<file path="config.mk">
export PLATFORM = sky130hd
export DESIGN_NAME = writeback_unit_flat
export DESIGN_NICKNAME = d
export VERILOG_FILES = /design/src/rtl/writeback_unit_if.sv /design/src/rtl/writeback_unit.sv /design/src/flat_wrapper.sv
export SDC_FILE = /design/constraint.sdc
export NUM_CORES = 1
export LEC_CHECK = 0
export CAP_MARGIN = 20
export CORE_ASPECT_RATIO = 0.75
export CORE_MARGIN = 3
export CORE_UTILIZATION = 48
export CTS_CLUSTER_DIAMETER = 120
export DETAILED_ROUTE_END_ITERATION = 12
export PLACE_DENSITY = 0.8
export SYNTH_ARGS = -nofsm -noshare
export SYNTH_HDL_FRONTEND = slang
export SYNTH_SLANG_ARGS = --single-unit
</file>
<file path="constraint.sdc">
create_clock -name clk -period 3.3 [get_ports clk]
set_input_delay 0.33 -clock clk [delete_from_list [all_inputs] [get_ports clk]]
set_output_delay 0.33 -clock clk [all_outputs]
set_load 0.03 [all_outputs]
</file>
<file path="src/rtl/writeback_unit_if.sv">
// Bundle of the writeback unit's handshake and register-file bus signals.
// DEPTH must match the DEPTH of the writeback_unit it is bound to, because
// fifo_count is sized from it.
//
// Handshake rule, for both producer channels: a transfer happens in a cycle
// exactly when valid && ready are both high at the rising edge. A producer
// keeps valid and its payload stable until that transfer. Ready may depend
// only on the unit's own state and never on valid.
interface writeback_unit_if #(
  parameter int DEPTH = 2
);
  localparam int CW = $clog2(DEPTH) + 1;

  logic          alu_valid;
  logic          alu_ready;
  logic [4:0]    alu_rd;
  logic [31:0]   alu_data;
  logic          ld_valid;
  logic          ld_ready;
  logic [4:0]    ld_rd;
  logic [31:0]   ld_data;
  logic          we;
  logic [4:0]    rd;
  logic [31:0]   wdata;
  logic [31:0]   busy_mask;
  logic [CW-1:0] fifo_count;

  // Producer/observer side: drives the ALU and load channels and watches the
  // register-file write port and the scoreboard.
  modport master (
    output alu_valid, alu_rd, alu_data, ld_valid, ld_rd, ld_data,
    input  alu_ready, ld_ready, we, rd, wdata, busy_mask, fifo_count
  );

  // Writeback unit side.
  modport slave (
    input  alu_valid, alu_rd, alu_data, ld_valid, ld_rd, ld_data,
    output alu_ready, ld_ready, we, rd, wdata, busy_mask, fifo_count
  );
endinterface

</file>
<file path="src/rtl/writeback_unit.sv">
// Write-side front end of the 32x32 register file. ALU results and queued
// load results compete for a single registered write port. Loads wait in a
// circular FIFO. A starvation counter forces a one-cycle DRAIN state so that
// a steady ALU stream cannot block loads forever. busy_mask reports which
// registers still have a queued load.
// Optional feature macro: WB_LOAD_BYPASS_EN. When it is defined, a load that
// arrives while the FIFO is empty and the ALU is not accepted goes straight
// to the write port.
module writeback_unit #(
  parameter int DEPTH        = 2,
  parameter int STARVE_LIMIT = 4
) (
  input  logic            clk,
  input  logic            rst_n,
  writeback_unit_if.slave bus,
  output logic            dbg_drain_o
);
  localparam int PW = $clog2(DEPTH);
  localparam int CW = PW + 1;

  typedef enum logic {NORMAL = 1'b0, DRAIN = 1'b1} state_e;

  state_e        state_q;
  logic [3:0]    starve_q;
  logic [CW-1:0] count_q;
  logic [PW-1:0] rptr_q, wptr_q;
  logic [DEPTH-1:0] vld_q;
  logic [4:0]    rd_mem_q   [DEPTH];
  logic [31:0]   data_mem_q [DEPTH];
  logic          we_q;
  logic [4:0]    rd_q;
  logic [31:0]   wdata_q;

  logic          empty, full, alu_fire, pop, push, bypass;
  logic          slot_fire;
  logic [4:0]    slot_rd;
  logic [31:0]   slot_data;
  logic [31:0]   busy_d;

  assign empty    = (count_q == '0);
  assign full     = (count_q == CW'(DEPTH));
  assign alu_fire = bus.alu_valid && (state_q == NORMAL);
  // The head is serviced whenever the ALU leaves the slot free, and always in DRAIN.
  assign pop      = !empty && ((state_q == DRAIN) || !bus.alu_valid);
`ifdef WB_LOAD_BYPASS_EN
  // An empty FIFO implies NORMAL, so only the ALU can contend for the slot here.
  assign bypass   = bus.ld_valid && empty && !alu_fire;
`else
  assign bypass   = 1'b0;
`endif
  assign push     = bus.ld_valid && !full && !bypass;

  // Select the winner of this cycle's single write slot.
  always_comb begin
    slot_fire = 1'b0;
    slot_rd   = '0;
    slot_data = '0;
    if (alu_fire) begin
      slot_fire = 1'b1;
      slot_rd   = bus.alu_rd;
      slot_data = bus.alu_data;
    end else if (pop) begin
      slot_fire = 1'b1;
      slot_rd   = rd_mem_q[rptr_q];
      slot_data = data_mem_q[rptr_q];
    end else if (bypass) begin
      slot_fire = 1'b1;
      slot_rd   = bus.ld_rd;
      slot_data = bus.ld_data;
    end
  end

  // Arbiter FSM and starvation counter; the counter clears on entry to DRAIN.
  always_ff @(posedge clk or negedge rst_n) begin
    if (!rst_n) begin
      state_q  <= NORMAL;
      starve_q <= '0;
    end else begin
      case (state_q)
        NORMAL: begin
          if (empty || pop) begin
            starve_q <= '0;
          end else if (starve_q == 4'(STARVE_LIMIT - 1)) begin
            state_q  <= DRAIN;
            starve_q <= '0;
          end else begin
            starve_q <= starve_q + 4'd1;
          end
        end
        default: begin
          state_q  <= NORMAL;
          starve_q <= '0;
        end
      endcase
    end
  end

  // FIFO pointers, occupancy and per-entry valid bits for the scoreboard.
  always_ff @(posedge clk or negedge rst_n) begin
    if (!rst_n) begin
      rptr_q  <= '0;
      wptr_q  <= '0;
      count_q <= '0;
      vld_q   <= '0;
    end else begin
      if (pop) begin
        rptr_q        <= rptr_q + PW'(1);
        vld_q[rptr_q] <= 1'b0;
      end
      if (push) begin
        wptr_q        <= wptr_q + PW'(1);
        vld_q[wptr_q] <= 1'b1;
      end
      case ({push, pop})
        2'b10:   count_q <= count_q + CW'(1);
        2'b01:   count_q <= count_q - CW'(1);
        default: count_q <= count_q;
      endcase
    end
  end

  // FIFO payload storage; contents are meaningful only where vld_q is set.
  always_ff @(posedge clk) begin
    if (push) begin
      rd_mem_q[wptr_q]   <= bus.ld_rd;
      data_mem_q[wptr_q] <= bus.ld_data;
    end
  end

  // Registered write port. A write to x0 is consumed but never asserts we.
  always_ff @(posedge clk or negedge rst_n) begin
    if (!rst_n) begin
      we_q    <= 1'b0;
      rd_q    <= '0;
      wdata_q <= '0;
    end else begin
      we_q <= slot_fire && (slot_rd != 5'd0);
      if (slot_fire && (slot_rd != 5'd0)) begin
        rd_q    <= slot_rd;
        wdata_q <= slot_data;
      end
    end
  end

  // Scoreboard: one-hot of every queued destination. x0 is never marked busy.
  always_comb begin
    busy_d = '0;
    for (int i = 0; i < DEPTH; i++) begin
      if (vld_q[i]) busy_d = busy_d | (32'd1 << rd_mem_q[i]);
    end
    busy_d[0] = 1'b0;
  end

  assign bus.alu_ready  = (state_q == NORMAL);
  assign bus.ld_ready   = !full;
  assign bus.we         = we_q;
  assign bus.rd         = rd_q;
  assign bus.wdata      = wdata_q;
  assign bus.busy_mask  = busy_d;
  assign bus.fifo_count = count_q;
  assign dbg_drain_o    = (state_q == DRAIN);
endmodule

</file>
<file path="src/flat_wrapper.sv">
// flat-port wrapper written by rule: the top's interface ports become plain ports
module writeback_unit_flat 
#(
  parameter int DEPTH        = 2,
  parameter int STARVE_LIMIT = 4
)
  (clk, rst_n, dbg_drain_o, bus_alu_valid, bus_alu_rd, bus_alu_data, bus_ld_valid, bus_ld_rd, bus_ld_data, bus_alu_ready, bus_ld_ready, bus_we, bus_rd, bus_wdata, bus_busy_mask, bus_fifo_count);
  writeback_unit_if #(.DEPTH(DEPTH)) bus_i ();
  input  logic clk;
  input  logic rst_n;
  output logic dbg_drain_o;
  input wire logic [$bits(bus_i.alu_valid)-1:0] bus_alu_valid;
  input wire logic [$bits(bus_i.alu_rd)-1:0] bus_alu_rd;
  input wire logic [$bits(bus_i.alu_data)-1:0] bus_alu_data;
  input wire logic [$bits(bus_i.ld_valid)-1:0] bus_ld_valid;
  input wire logic [$bits(bus_i.ld_rd)-1:0] bus_ld_rd;
  input wire logic [$bits(bus_i.ld_data)-1:0] bus_ld_data;
  output wire logic [$bits(bus_i.alu_ready)-1:0] bus_alu_ready;
  output wire logic [$bits(bus_i.ld_ready)-1:0] bus_ld_ready;
  output wire logic [$bits(bus_i.we)-1:0] bus_we;
  output wire logic [$bits(bus_i.rd)-1:0] bus_rd;
  output wire logic [$bits(bus_i.wdata)-1:0] bus_wdata;
  output wire logic [$bits(bus_i.busy_mask)-1:0] bus_busy_mask;
  output wire logic [$bits(bus_i.fifo_count)-1:0] bus_fifo_count;
  assign bus_i.alu_valid = bus_alu_valid;
  assign bus_i.alu_rd = bus_alu_rd;
  assign bus_i.alu_data = bus_alu_data;
  assign bus_i.ld_valid = bus_ld_valid;
  assign bus_i.ld_rd = bus_ld_rd;
  assign bus_i.ld_data = bus_ld_data;
  assign bus_alu_ready = bus_i.alu_ready;
  assign bus_ld_ready = bus_i.ld_ready;
  assign bus_we = bus_i.we;
  assign bus_rd = bus_i.rd;
  assign bus_wdata = bus_i.wdata;
  assign bus_busy_mask = bus_i.busy_mask;
  assign bus_fifo_count = bus_i.fifo_count;
  writeback_unit #(.DEPTH(DEPTH), .STARVE_LIMIT(STARVE_LIMIT)) u_core (.clk(clk), .rst_n(rst_n), .bus(bus_i), .dbg_drain_o(dbg_drain_o));
endmodule
</file>
**Word level (Yosys, flattened, before mapping)**

Memories as Yosys holds them, arrays and structs flattened.
Index checks and enable logic that the tools add are counted.

- Add/subtract/negate cells: 5
- $lt $le $gt $ge: 4
- Eq/ne operators: 4
- Shifts and indexed selects: 2
- Muxes and demuxes: 23
- Bitwise logic cells: 5
- Reductions and logical operators: 14

Operator list:

| operator | count |
|---|---|
| $mux 32 | 4 |
| $shl 1x5->32 const A | 2 |
| $or 32x32->32 | 1 |
| $mux 4 | 3 |
| $mux 5 | 2 |
| $mux 1 | 9 |
| $logic_and 1x1->1 | 6 |
| $reduce_bool 5->1 | 1 |
| $add 4x1->4 const B | 1 |
| $eq 2x2->1 const B | 2 |
| $eq 4x2->1 const B | 1 |
| $lt 1x2->1 const B | 2 |
| $mux 2 | 2 |
| $pmux 2 s2 | 1 |
| $logic_not 1->1 | 3 |
| $add 1x1->1 const B | 2 |
| $add 2x1->2 const B | 1 |
| $and 2x2->2 | 1 |
| $demux 1 s1 | 2 |
| $eq 2x1->1 const B | 1 |
| $ge 1x1->1 const B | 2 |
| $logic_not 2->1 | 1 |
| $logic_or 1x1->1 | 2 |
| $not 2->2 | 1 |
| other kinds (4) | 4 |

- Flip-flop bits (word level): 49
- Memory bits (writable): 74
- Input bits: 78
- Logic and storage cells: 68
- Memories: 2

Memories:

| name | words | width | read ports | clocked after Yosys merged registers in | wr ports | line | text |
|---|---|---|---|---|---|---|---|
| u_core.data_mem_q | 2 | 32 | 1 | 0 | 1 | writeback_unit.sv:29 | `logic [31:0] data_mem_q [DEPTH];` |
| u_core.rd_mem_q | 2 | 5 | 3 | 0 | 1 | writeback_unit.sv:28 | `logic [4:0] rd_mem_q [DEPTH];` |

**Logic depth before layout (Yosys ltp)**

Gate-level depths: netlist (run 1).

- Word-level depth: 9
- Mapped depth: 7
- Gate-level depth less buffers: 4

**Worst setup path before layout (run 1)**

Ideal clock, no wire load.

- Kind: reg2reg
- Start: register u_core.count_q[0] (netlist: u_core.bus.fifo_count[0])
- End: memory u_core.data_mem_q[0][0] (enable)
- Library setup time: 431 ps
- Arrival time: 2696 ps
- Slack: 173 ps
- Stages on the path, launching flop included: 4
- Path buffers: 0
- Period minus slack after synthesis: 3127 ps
- Cell sequence: dfrtp_1 -> nand2b_1 -> nand2_1 -> nor2_1

- Cells in the longest elaborated chain, start to end: 5

Ends and longest elaborated chain:

| element | line | text |
|---|---|---|
| start: declaration | writeback_unit.sv:25 | `logic [CW-1:0] count_q;` |
| start signal: assignment | writeback_unit.sv:115 | `2'b10: count_q <= count_q + CW'(1);` |
| start signal: assignment | writeback_unit.sv:116 | `2'b01: count_q <= count_q - CW'(1);` |
| start signal: assignment | writeback_unit.sv:117 | `default: count_q <= count_q;` |
| $eq 2x2->1 | writeback_unit.sv:41 | `assign full = (count_q == CW'(DEPTH));` |
| $logic_not 1->1 | - |  |
| named net bus_ld_ready | flat_wrapper.sv:19 | `output wire logic [$bits(bus_i.ld_ready)-1:0] bus_ld_ready;` |
| $logic_and 1x1->1 | writeback_unit.sv:51 | `assign push = bus.ld_valid && !full && !bypass;` |
| $mux 1 | writeback_unit.sv:124 | `if (push) begin` |
| $mux 1 (implied by the code) | writeback_unit.sv:126 | `data_mem_q[wptr_q] <= bus.ld_data;` |
| end: declaration | writeback_unit.sv:29 |  |

The timed path passes the listed nets, and every way through them passes these cells.

==> results of run 1 <==
[metrics by stage]
stage	hold WS (ps)	setup slack, ps
final	396.7	608.3
after global routing	437.8	488.9
after CTS	180.1	582.7
after detailed placement	459.7	886.9
after global placement	456.4	914.9
after floorplan	34.41	173.0
[state kept, by name, indices dropped and copies added, names as in the netlist, 2 cells and up]
signal and cells:
u_core.bus.rd 5, u_core.rd_mem_q 10, u_core.vld_q 2, u_core.data_mem_q 64, u_core.bus.wdata 32, u_core.bus.fifo_count 2
u_core.starve_q 4
[layout make-up]
type                    count  area, µm²
inverters                  37      138.9
repair buffers            160       1602
clock buffers              24      471.7
fillers                   775       3379
well taps                 140      175.2
flip-flops and latches    123       3450
multi-input cells         220       1712
clock inverters             8      96.34
[kinds of logic after synthesis]
group	after synthesis	share of synthesized area [%]
other	1	0.06835
AND/OR/NAND/NOR	98	8.757
AO/OA/AOI/OAI	79	14.50
buffers and inverters	61	6.203
flip-flops	123	62.85
XOR/XNOR	4	0.6387
adder cells (fa/ha/maj)	1	0.2280
multiplexers	37	6.750
[layout by cell type, fill, tap and decap left out, types with 13 or more instances in the layout]
cell type                         Yosys  final
sky130_fd_sc_hd__clkbuf_16            0     17
sky130_fd_sc_hd__nand2_1             13     13
sky130_fd_sc_hd__edfxtp_1            74     74
sky130_fd_sc_hd__inv_1               37     37
sky130_fd_sc_hd__o22ai_1             31     31
sky130_fd_sc_hd__clkdlybuf4s50_1      0    150
sky130_fd_sc_hd__nor2_1              49     48
sky130_fd_sc_hd__a221oi_2            30     30
sky130_fd_sc_hd__mux2i_1             37     37
sky130_fd_sc_hd__dfrtp_1             49     48
[per-layer routing]
| layer | routed length (µm) | global-route usage [%] | up-vias |
|---|---|---|---|
| li1 | - | - | 1818 |
| met1 | 5770 | 29.20 | 1902 |
| met2 | 6529 | 34.83 | 172 |
| met3 | 1089 | 7.042 | 13 |
| met4 | 84 | 6.949 | 0 |
| met5 | 0 | 0 | - |
[report_power, final]
group	total, mW	internal [mW]	switching, mW	leakage [nW]
Combinational	2.39	1.00	1.39	1.43
Clock	1.79	1.15	0.640	0.278
Sequential	2.45	2.13	0.329	1.26
[path summary, 6_finish.rpt]
check / start / to / slack (ps)
worst max-delay path: u_core.rd_mem_q[0][0] / bus_busy_mask[12] / 610
worst min-delay path: rst_n / u_core.bus.wdata[17] / 400
worst max register to register: u_core.rptr_q / u_core.bus.wdata[6] / 1140
worst min register to register: u_core.starve_q[0] / u_core.starve_q[0] / 470
max in group asynchronous: rst_n / u_core.rptr_q / 2350
min in group clk: u_core.starve_q[0] / u_core.starve_q[0] / 470
[critical path, cell delays in order (launching register included)]
cell	delay, ps
sky130_fd_sc_hd__edfxtp_1	500
sky130_fd_sc_hd__or3b_2	570
sky130_fd_sc_hd__o22ai_1	190
sky130_fd_sc_hd__clkdlybuf4s50_1	700
[what timing repair did]
item | 4_1_cts | 5_1_grt
resized for setup | 0 | 0
endpoints found under the hold margin | 0 | 16
hold buffers | 0 | 1
==> metrics.log, run 1 <==
[metrics] number of synthesized flops with an enable pin: 74
[metrics] pin count of the biggest net entering global routing: 50
[metrics] total power divided by cell area: just under 900 nW/µm²
[metrics] vias post-DR: between 3000 and 4000
[metrics] critical path type: flop to output port
[metrics] Port Buf Inserts: around 150
[metrics] setup TNS: 0 ps
[metrics] Unique masters post-synth: 45
[metrics] number of antenna violations at the first check in global routing: 0
[metrics] overall track demand over capacity in global routing: 22.01%
[metrics] detailed placer's ending HPWL: about 9000 µm
[metrics] H-tree depth reported by CTS: 4
[metrics] headroom to the max-slew limit: about a third
[metrics] postcts setup bufs: 0
[metrics] cell area after placement: 7047 µm²
[metrics] Die Outline Area: ~13000 µm²
[metrics] Worst Setup End Kind: output port
[metrics] predominant post-synthesis flop cell: sky130_fd_sc_hd__edfxtp_1
[metrics] number of nets in the layout: roughly 640
[metrics] Post-Syn Instances: slightly above 400
[metrics] clock transition at the registers of the reported paths: roughly 60 ps
[metrics] fraction of layout cells with a size suffix above 1: about 14%
[metrics] final hold violation count: 0
[metrics] TritonCTS clock tree: built
[metrics] highest fanout seen on the critical path: 9
[metrics] cell taking the most area after synthesis: sky130_fd_sc_hd__edfxtp_1
[metrics] Worst-Skew Late Latency: 420 ps
[metrics] aggregate global routing overflow: 0
[metrics] share of the cycle needed by the critical path after routing: 81.57%
[metrics] count of pins over their slew limit: 0
[metrics] drt drc: 0
[metrics] status: completed
[metrics] highest ir drop seen on vdd: around 0.51 mV
[metrics] final critical delay including setup and external delays: roughly 2700 ps
[metrics] leading post-synthesis cells by cell area: sky130_fd_sc_hd__edfxtp_1, sky130_fd_sc_hd__dfrtp_1, sky130_fd_sc_hd__a221oi_2, sky130_fd_sc_hd__mux2i_1, sky130_fd_sc_hd__o22ai_1
[metrics] FP Rows: 33
[metrics] Seq cells post-synth: 123
[metrics] worst hold path class: input port to async pin
[metrics] Post-Syn Nets: 483
[metrics] arrival time of the worst setup path: between 2000 and 2500 ps
[metrics] post-route core utilization: between 60% and 70%
[metrics] total I/O pin count: roughly 150
[metrics] netlist area before placement: 5487 µm²
[metrics] required time worst endpoint: a little under 3000 ps
[metrics] Worst Tran Pin Value: 991.7 ps
[metrics] average instance area after synthesis: approximately 14 µm²
[metrics] number of design-rule violations left by the first detailed-router iteration: roughly 330
[metrics] ant diodes: 0
[metrics] yosys warns: 0
[metrics] maximum buffer depth of the clock tree: 2
[metrics] instance count after placement with tap cells included: about 680
[metrics] final non-filler cell total: roughly 700
[metrics] vertical extent of the die: a little under 100 µm
[metrics] clock root buffer: sky130_fd_sc_hd__clkbuf_16
[metrics] fraction of registers with async set/reset: 39.84%
[metrics] clk_skew: around 11 ps
[metrics] clock buffer count from CTS: 17
[metrics] number of cells traversed by the worst register-to-register path: 5
[metrics] total of endpoints with negative setup slack in the final report: 0
[metrics] global placer's final weighted congestion: 0.9210
[metrics] effective utilization at floorplan: around 50%
[metrics] most common cell in the synthesized netlist: sky130_fd_sc_hd__edfxtp_1
[metrics] Sink Count: about 120
[metrics] area added between synthesis and finish: 39.34%
[metrics] final total power: around 6.6 mW
[metrics] average via count per standard cell: approximately 5.5
[metrics] global-route wire length before repair: approximately 21000 µm
[metrics] total of max-cap violations: 0
[metrics] post-route cell area: 7645 µm²
[metrics] Routed Wire Length: roughly 13000 µm
[metrics] static power due to leakage: roughly 3 nW
[metrics] number of global-route vias before repair: between 3000 and 4000
[metrics] highest attainable clock frequency: 371.5 MHz
[metrics] Die W: around 130 µm
[metrics] fraction of post-synthesis cell area in the top cell type by area: 40.50%
[metrics] most common library cells after synthesis: sky130_fd_sc_hd__edfxtp_1, sky130_fd_sc_hd__dfrtp_1, sky130_fd_sc_hd__nor2_1
[metrics] Initial DRT Pass Iterations: 5
[metrics] area of the placeable core: 11020 µm²
[metrics] startpoint type of the worst setup path: flop
[metrics] sequential-to-total area share from yosys stat: about 63%
[metrics] antenna-violating nets left: 0
[metrics] RSZ-0062 raised after global routing: no
[metrics] detailed-route wire length per cell: around 19 µm
Note: power is estimated with default switching activity, not from simulation.
==> inputs of run 2 (changes only) <==
Clock period 3.3 ns to 2.6 ns, I/O delays scaled along.
==> metrics.log, run 2 (synthesis results as in run 1) <==
[metrics] highest fanout seen on the critical path: 8 (-1)
[metrics] number of design-rule violations left by the first detailed-router iteration: 222 (-33%)
[metrics] TritonCTS clock tree: built
[metrics] status: completed
[metrics] detailed placer's ending HPWL: 8855 µm (-3.8%)
[metrics] maximum buffer depth of the clock tree: 2 (unchanged)
[metrics] Worst Tran Pin Value: 732.7 ps (-259.0 ps)
[metrics] highest attainable clock frequency: ~400 MHz
[metrics] Routed Wire Length: 13120 µm (-2.6%)
[metrics] count of pins over their slew limit: 0 (unchanged)
[metrics] commonest cells after routing, fill and taps aside: sky130_fd_sc_hd__clkdlybuf4s50_1, sky130_fd_sc_hd__edfxtp_1, sky130_fd_sc_hd__nor2_1, sky130_fd_sc_hd__dfrtp_1
[metrics] min setup slack post-route: 109.1 ps (-499.2 ps)
[metrics] share of the cycle needed by the critical path after routing: between 90% and 100%
[metrics] clk_skew: 16.09 ps (+4.692 ps)
[metrics] Die Outline Area: 12760 µm² (unchanged)
[metrics] cell area after placement: 7087 µm² (+0.57%)
[metrics] post-route cell area: 7661 µm² (+0.21%)
[metrics] final total power: 8.300 mW (+25%)
[metrics] Port Buf Inserts: 151 (unchanged)
[metrics] total I/O pin count: 153 (unchanged)
[metrics] total power divided by cell area: 1083 nW/µm² (+25%)
[metrics] final non-filler cell total: 713 (+0.14%)
[metrics] required time worst endpoint: 2340 ps (-630 ps)
[metrics] number of antenna violations at the first check in global routing: 0 (unchanged)
[metrics] RSZ-0062 raised after global routing: no
[metrics] final hold violation count: 0 (unchanged)
[metrics] overall track demand over capacity in global routing: 20.90% (-1.1 points)
[metrics] area of the placeable core: 11020 µm² (unchanged)
[metrics] headroom to the max-slew limit: 51.15% (+17 points)
[metrics] Worst Setup End Kind: output port
[metrics] clock transition at the registers of the reported paths: 50 ps (about the same)
[metrics] startpoint type of the worst setup path: flop
[metrics] worst-case hold slack: 401.7 ps (+5.060 ps)
[metrics] fraction of layout cells with a size suffix above 1: 14.49% (+0.67 points)
[metrics] total of max-cap violations: 0 (unchanged)
[metrics] instance count after placement with tap cells included: 680 (+0.29%)
[metrics] number of global-route vias before repair: 4014 (+0.38%)
[metrics] pin count of the biggest net entering global routing: 42 (-16%)
[metrics] worst-case setup slack after placement: 342.4 ps (-544.5 ps)
[metrics] Initial DRT Pass Iterations: 5 (unchanged)
[metrics] drt drc: 0 (unchanged)
[metrics] aggregate global routing overflow: 0 (unchanged)
[metrics] final critical delay including setup and external delays: ~2500 ps
[metrics] worst hold path class: input port to async pin
[metrics] post-route core utilization: 69.49% (+0.15 points)
[metrics] H-tree depth reported by CTS: 4 (unchanged)
[metrics] total of endpoints with negative setup slack in the final report: 0 (unchanged)
[metrics] setup TNS: 0 ps (unchanged)
[metrics] Die W: 129.5 µm (unchanged)
[metrics] highest ir drop seen on vdd: 0.7469 mV (+47%)
[metrics] vias post-DR: 3900 (-0.13%)
[metrics] clock root buffer: sky130_fd_sc_hd__clkbuf_16
[metrics] global-route wire length before repair: 20270 µm (-5.1%)
[metrics] flip-flop count of the largest register, all copies and words added: 64 (unchanged)
[metrics] antenna-violating nets left: 0 (unchanged)
[metrics] vertical extent of the die: 98.59 µm (unchanged)
[metrics] number of nets in the layout: 639 (+0.16%)
[metrics] average via count per standard cell: 5.470 (-0.27%)
[metrics] area added between synthesis and finish: 39.64%
[metrics] global placer's final weighted congestion: 0.9188 (-0.24%)
[metrics] most common cell after layout, fill and taps aside: sky130_fd_sc_hd__clkdlybuf4s50_1
[metrics] largest register by flop count: u_core.data_mem_q
[metrics] clock buffer count from CTS: 17 (unchanged)
[metrics] number of fill cells in the layout: 774 (-0.13%)
[metrics] arrival time of the worst setup path: 2230 ps (-130 ps)
[metrics] FP Rows: 33 (unchanged)
[metrics] Sink Count: 123 (unchanged)
[metrics] static power due to leakage: 3.144 nW (+5.7%)
[metrics] ant diodes: 0 (unchanged)
[metrics] effective utilization at floorplan: 49.77% (unchanged)
[metrics] Worst-Skew Late Latency: 410 ps (about the same)
[metrics] critical path type: flop to output port
[metrics] postcts setup bufs: 0 (unchanged)
[metrics] detailed-route wire length per cell: 18.41 µm (-2.7%)
run 2: routing by layer:
metal	wire length, µm	track usage, %	vias up
met5	0	0	-
met4	159	8.546	0
met3	1021	6.446	17
met2	6432	33.80	187
met1	5511	26.34	1875
li1	-	-	1821
run 2: layout make-up:
| type | count | area [µm²] | share of cell area [%] |
|---|---|---|---|
| clock buffer | 19 | 442.9 | 5.781 |
| clock inverter | 13 | 102.6 | 1.339 |
| sequential | 123 | 3450 | 45.03 |
| tap | 140 | 175.2 | 2.286 |
| timing repair buffer | 161 | 1640 | 21.41 |
| multi-input combinational | 220 | 1712 | 22.34 |
| inverter | 37 | 138.9 | 1.813 |
run 2: worst paths after layout:
path	from	endpoint	slack [ps]	cells past startpoint
min reg2reg	u_core.starve_q[0]	u_core.starve_q[0]	480	1
max in group asynchronous	rst_n	u_core.rptr_q	1400	3
min in group clk	bus_ld_data[14]	u_core.data_mem_q[0][14]	430	1
max reg2reg	u_core.rd_mem_q[0][2]	u_core.bus.wdata[7]	510	5
min	rst_n	u_core.bus.wdata[14]	400	2
max	u_core.rd_mem_q[0][4]	bus_busy_mask[9]	110	3
run 2: power by group:
group          switching [mW]  internal, mW
Sequential              0.349          2.69
Combinational            1.83          1.29
Clock                   0.818          1.32
run 2: critical path: stages, from the launching register on:
cell and delay (ps):
sky130_fd_sc_hd__edfxtp_1 470, sky130_fd_sc_hd__nand3b_1 390, sky130_fd_sc_hd__o22ai_1 270, sky130_fd_sc_hd__clkdlybuf4s50_1 700
run 2: what timing repair did:
item,in CTS,in global routing
hold buffers,1,0
gates resized for setup,3,9
endpoints found under the setup margin,3,9
endpoints found under the hold margin,26,0
